**src/rtl/auth_pkg.sv**
```systemverilog
// auth_pkg: shared states and command codes for the rider-authorization gate
package auth_pkg;
   typedef enum logic [1:0] {OFF, PWR1, PWR2} auth_state_t;
   localparam logic [7:0] CMD_GO   = 8'h47;
   localparam logic [7:0] CMD_STOP = 8'h53;
   typedef enum {IDLE, RECV} rx_state_t;
endpackage

```
**src/rtl/auth_blk_uart_rx.sv**
```systemverilog
// uart_rx: 8N1 receiver, mid-bit sampling; stop-bit check enabled by AUTH_FRAME_ERR_EN
module uart_rx
   import auth_pkg::*;
#(
   parameter int BAUD_DIV = 2604
) (
   input  logic       clk,
   input  logic       rst_n,
   input  logic       RX,
   input  logic       clr_rdy,
   output logic [7:0] rx_data,
   output logic       rx_rdy
);
   localparam int CW = $clog2(BAUD_DIV + 1);
   logic          rx_ff1, rx_s, rx_prev;
   rx_state_t     state;
   logic [CW-1:0] cnt;
   logic [3:0]    bit_cnt;
   logic [9:0]    shreg;
   logic          fall, tick, last, done;
   logic          unused_lsb;
   assign unused_lsb = shreg[0];
   // A start edge needs the line high beforehand, so a held-low break yields one frame only.
   assign fall = rx_prev & ~rx_s;
   assign tick = (state == RECV) && (cnt == CW'(1));
   assign last = tick && (bit_cnt == 4'd9);
`ifdef AUTH_FRAME_ERR_EN
   assign done = last & rx_s;
`else
   assign done = last;
`endif
   // Double-flop the pin plus one more stage for falling-edge detection; idle-high preset.
   always_ff @(posedge clk or negedge rst_n)
      if (!rst_n) {rx_ff1, rx_s, rx_prev} <= 3'b111;
      else        {rx_ff1, rx_s, rx_prev} <= {RX, rx_ff1, rx_s};
   // Frame sequencer: half-bit delay to mid start bit, then one sample per bit time.
   always_ff @(posedge clk or negedge rst_n)
      if (!rst_n) begin
         state   <= IDLE;
         cnt     <= '0;
         bit_cnt <= '0;
         shreg   <= '0;
      end else if (state == IDLE) begin
         if (fall) begin
            state   <= RECV;
            cnt     <= CW'(BAUD_DIV / 2);
            bit_cnt <= '0;
         end
      end else if (tick) begin
         shreg   <= {rx_s, shreg[9:1]};
         cnt     <= CW'(BAUD_DIV);
         bit_cnt <= bit_cnt + 4'd1;
         if (last) state <= IDLE;
      end else begin
         cnt <= cnt - CW'(1);
      end
   // Byte hold register and ready flag; the consumer clears ready via clr_rdy.
   always_ff @(posedge clk or negedge rst_n)
      if (!rst_n) begin
         rx_data <= '0;
         rx_rdy  <= 1'b0;
      end else begin
         rx_data <= done ? shreg[9:2] : rx_data;
         rx_rdy  <= done ? 1'b1 : (clr_rdy ? 1'b0 : rx_rdy);
      end
endmodule

```
**src/rtl/auth_blk.sv**
```systemverilog
// auth_blk: UART-commanded power authorization (G powers up, S powers down once rider is off); AUTH_FRAME_ERR_EN drops bad-stop frames
module auth_blk
   import auth_pkg::*;
#(
   parameter int BAUD_DIV = 2604
) (
   input  logic clk,
   input  logic rst_n,
   input  logic RX,
   input  logic rider_off,
   output logic pwr_up
);
   logic [7:0]  rx_data;
   logic        rx_rdy, go, stop;
   auth_state_t state, nxt;
   // Ready is consumed the cycle it appears, giving a single-cycle pulse.
   uart_rx #(.BAUD_DIV(BAUD_DIV)) u_rx (
      .clk    (clk),
      .rst_n  (rst_n),
      .RX     (RX),
      .clr_rdy(rx_rdy),
      .rx_data(rx_data),
      .rx_rdy (rx_rdy)
   );
   assign go   = rx_rdy && (rx_data == CMD_GO);
   assign stop = rx_rdy && (rx_data == CMD_STOP);
   // State register and registered power output mirroring the next state.
   always_ff @(posedge clk or negedge rst_n)
      if (!rst_n) begin
         state  <= OFF;
         pwr_up <= 1'b0;
      end else begin
         state  <= nxt;
         pwr_up <= (nxt != OFF);
      end
   // Next state: GO beats a coincident rider_off exit from PWR2.
   always_comb begin
      nxt = state;
      unique case (state)
         OFF:     nxt = go ? PWR1 : OFF;
         PWR1:    nxt = stop ? (rider_off ? OFF : PWR2) : PWR1;
         PWR2:    nxt = go ? PWR1 : (rider_off ? OFF : PWR2);
         default: nxt = OFF;
      endcase
   end
endmodule

```
**config.mk**
```make
export PLATFORM = sky130hd
export DESIGN_NAME = auth_blk
export DESIGN_NICKNAME = d
export VERILOG_FILES = /design/src/rtl/auth_pkg.sv /design/src/rtl/auth_blk_uart_rx.sv /design/src/rtl/auth_blk.sv
export SDC_FILE = /design/constraint.sdc
export NUM_CORES = 1
export LEC_CHECK = 0
export CORE_MARGIN = 3
export CORE_UTILIZATION = 50
export DETAILED_ROUTE_END_ITERATION = 12
export GPL_ROUTABILITY_DRIVEN = 0
export PLACE_DENSITY_LB_ADDON = 0.15
export SETUP_SLACK_MARGIN = 0.15
export SYNTH_ARGS = -nofsm -noshare
export SYNTH_HDL_FRONTEND = slang
export SYNTH_HIERARCHICAL = 1
export SYNTH_SLANG_ARGS = --single-unit
```
**constraint.sdc**
```tcl
create_clock -name clk -period 2.5 [get_ports clk]
set_input_delay 0.5 -clock clk [delete_from_list [all_inputs] [get_ports clk]]
set_output_delay 0.5 -clock clk [all_outputs]
set_load 0.005 [all_outputs]
```
==> results.md <==
- Core Util, Final: 0.6066
- CTS tree: done
- Cells traversed along the worst timing path: nor4_4 > nand4_1 > xnor2_1 > a22o_1
- P per Cell Area: 836.4 nW/um^2
- Wire length of the first global-routing pass: 5685 um
- TritonCTS buffer count: 5
- Number of cells traversed by the worst register-to-register path: 4
- DIE AREA: 4654 um^2
- #FFs+latches synth: 40
- Share of the synthesized area in compound gates (AO/OA/AOI/OAI): 0.1170
- Number of gates resized after CTS: 0
- Critical-path top delay cell: nand4_1
- Area fraction in and, or, nand and nor cells after synthesis: 0.1997
- Quantity of hold-fixing buffers added after cts: 0
- Largest delay contributor family on the critical path: simple AND/OR/NAND/NOR gates
- Yosys synthesis warning count: 6
- Global-route usage over all layers: 0.1657
- Maximum number of pins on one net before global-route repair: 41
- Sum of routed wire length over all layers: 3441 um
- First-pass iteration count of the detailed router: 4
- Critical path buffers and inverters: 0
- Remaining Overflow, GRT: 0
- Number of flops mapped to enable cells by yosys: 0
- Worst slew margin: 0.4170
- Share of synthesized cell area in full adder, half adder and majority cells: 0.02586
- DP Wirelength: 2371 um
- Placed cell areas: 2021 um^2
- Synthesized netlist cell count: 165
- Sum of negative setup slack: 0 ps
- Number of maximum-capacitance constraint violations: 0
- Synth-to-layout area growth: 10.34%
- Reported leakage power: 0.9691 nW
- Finish-stage setup viols: 0
- Setup clock skew after layout: 6.489 ps
- Synth cell types: 47
- Fraction of the yosys area taken by sequential cells: 0.5191
- Number of DRC markers in iteration 0: 94
- DRC violation count after routing: 0
- Routed wirelength normalized by instance count: 15.71 um
- Clk Latency, worst-skew pair: 290 ps
- Reg-to-reg slack, setup: 450 ps
- Min-delay worst type: primary input to async pin
- Worst setup EP type: flip-flop
- CTS H-tree lvls: 2
- Post-Synth XOR/XNOR Area: 0.01810
- Kind of critical path: flip-flop to flip-flop
- Mux cell area share after synthesis: 0.09308
- Count of standard-cell rows: 21
- Number of max-slew violations in the final report: 0
- Part of the cycle the worst path needs: 0.8201
- Vias in the first global route: 1,201
- Via count: 1,293
- Biggest cell delay along the critical path: 530 ps
- Worst ir drop on vdd: 0.0004901 V
- I/O Pins: 5
- End of the worst register-to-register path: u_rx/bit_cnt[0]
- Combinational family with the most area after synthesis: simple AND/OR/NAND/NOR gates
- Initial standard-cell utilization of the core: 0.5498
- Postcts setup bufs: 0
- Maximum clock frequency: 487.8 MHz
- Area of all placed cells without fillers: 2136 um^2
- Root cell of the clock tree: clkbuf_8
- Startpoint of the most critical register-to-register path: u_rx/cnt[4]
- Met2 GRT Util: 0.2407
- Most common cell after layout, fill and taps aside: dfrtp_1
- Most frequent cells in the layout: dfrtp_1, mux2_2, o21ai_0
- Average cell area after synthesis: 11.73 um^2
- Top FF cell, synth: dfrtp_1
- Share of async-settable or async-resettable flops after synthesis: 1.000
- Diodes inserted: 0
- Die boundary width: 68.22 um
- Global Route met3 Usage: 0.03941
- Worst EP arrival: 2280 ps
- Worst Path Required: 2730 ps
- Final Power: 0.001786 W
- Height of the die: 68.22 um
- Initial antenna violation count: 0
- Highest fanout seen on the critical path: 10
- Core area: 3521 um^2
- Startpoint types: flip-flop
- Number of antenna-violating nets in the routed design: 0
- Met1 track demand over resource in global routing: 0.2481
- Worst Max-Slew Pin Slew: 874.4 ps
- Number of buffers between clock root and the deepest sink: 2
- Fraction of final layout cells with drive strength greater than 1: 0.2081
- Syn nets: 173
- Setup repair after global routing missed its margin: false
- Post-Syn Area: 1936 um^2
- # clock sinks: 40
- Final nets: 180
- Run status: complete, no violations
- Number of buffer cells added on primary ports: 4
- Global-route layer with the greatest usage: met1
- Clock slew at reported path FFs: 80 ps
- Number of hold-slack violations in the final timing report: 0
- Detailed-route vias per instance: 5.904
- Minimum period implied by the final worst setup slack: 2050 ps
worst max path at each step:
| stage | startpoint | end | cells past startpoint | slack, ps |
|---|---|---|---|---|
| 4_1_cts | u_rx/cnt[4] | u_rx/rx_data[2] | 4 | 470 |
| 6_report | u_rx/cnt[4] | u_rx/bit_cnt[0] | 4 | 450 |
| 2_1_floorplan | u_rx/cnt[2] | u_rx/rx_data[0] | 5 | 590 |
| 3_3_place_gp | u_rx/cnt[4] | u_rx/rx_data[1] | 4 | 530 |
| 5_1_grt | u_rx/cnt[4] | u_rx/rx_data[6] | 4 | 340 |
| 3_5_place_dp | u_rx/cnt[4] | u_rx/rx_data[2] | 4 | 480 |
cell type report:
| class | count | area [um^2] |
|---|---|---|
| repair buffers | 6 | 50.05 |
| multi-input cells | 111 | 878.3 |
| clock buffers | 5 | 68.82 |
| inverters | 8 | 30.03 |
| fillers | 296 | 1385 |
| flip-flops and latches | 40 | 1005 |
| well taps | 46 | 57.56 |
| clock inverters | 3 | 46.29 |
layer usage:
layer | vias to the layer above | part of all wire
li1 | 618 | -
met1 | 648 | 0.51
met2 | 25 | 0.45
met3 | 2 | 0.037
met4 | 0 | 0.0026
met5 | - | 0
synthesized netlist by cell type (all sizes together), types with 4 or more instances:
cell type / n / area [um^2]
nor2: 8 / 30.03
o21ai: 10 / 50.05
nand4b: 4 / 50.05
nor4: 4 / 55.05
nand2: 8 / 30.03
ha: 4 / 50.05
dfrtp: 37 / 925.9
mux2: 16 / 180.2
a21oi: 5 / 25.02
clkbuf: 6 / 22.52
inv: 8 / 30.03
nand3: 5 / 25.02
nand2b: 5 / 31.28
registers in the layout, indices dropped and copies added (netlist names):
register	cells
state	2
u_rx/rx_data	8
u_rx/rx_ff1	1
u_rx/rx_s	1
u_rx/shreg	8
u_rx/cnt	12
pwr_up	1
u_rx/rx_rdy	1
u_rx/state	1
u_rx/bit_cnt	4
u_rx/rx_prev	1
cell families after synthesis:
logic type / after synthesis
AOI/OAI and AO/OA: 33
xor gates and xnor gates: 4
adders and majority gates: 4
buffers and inverters: 14
DFF: 40
muxes: 16
and+or+nand+nor: 54
per-stage QoR:
stage	cells	hold slack (ps)	worst slack, ps
floorplan	165	204.4	593.1
global placement	211	350.2	534.8
detailed placement	211	347.1	477.4
CTS	219	346.6	472.2
global route	219	375.5	342.5
finish	219	328.3	449.9
where the power goes:
| part | internal (W) | switching, W | leakage [nW] |
|---|---|---|---|
| registers | 0.000750 | 0.000175 | 0.519 |
| logic | 0.000175 | 0.000158 | 0.395 |
| clock network | 0.000301 | 0.000228 | 0.0548 |
(Power assumes the default switching activity.)
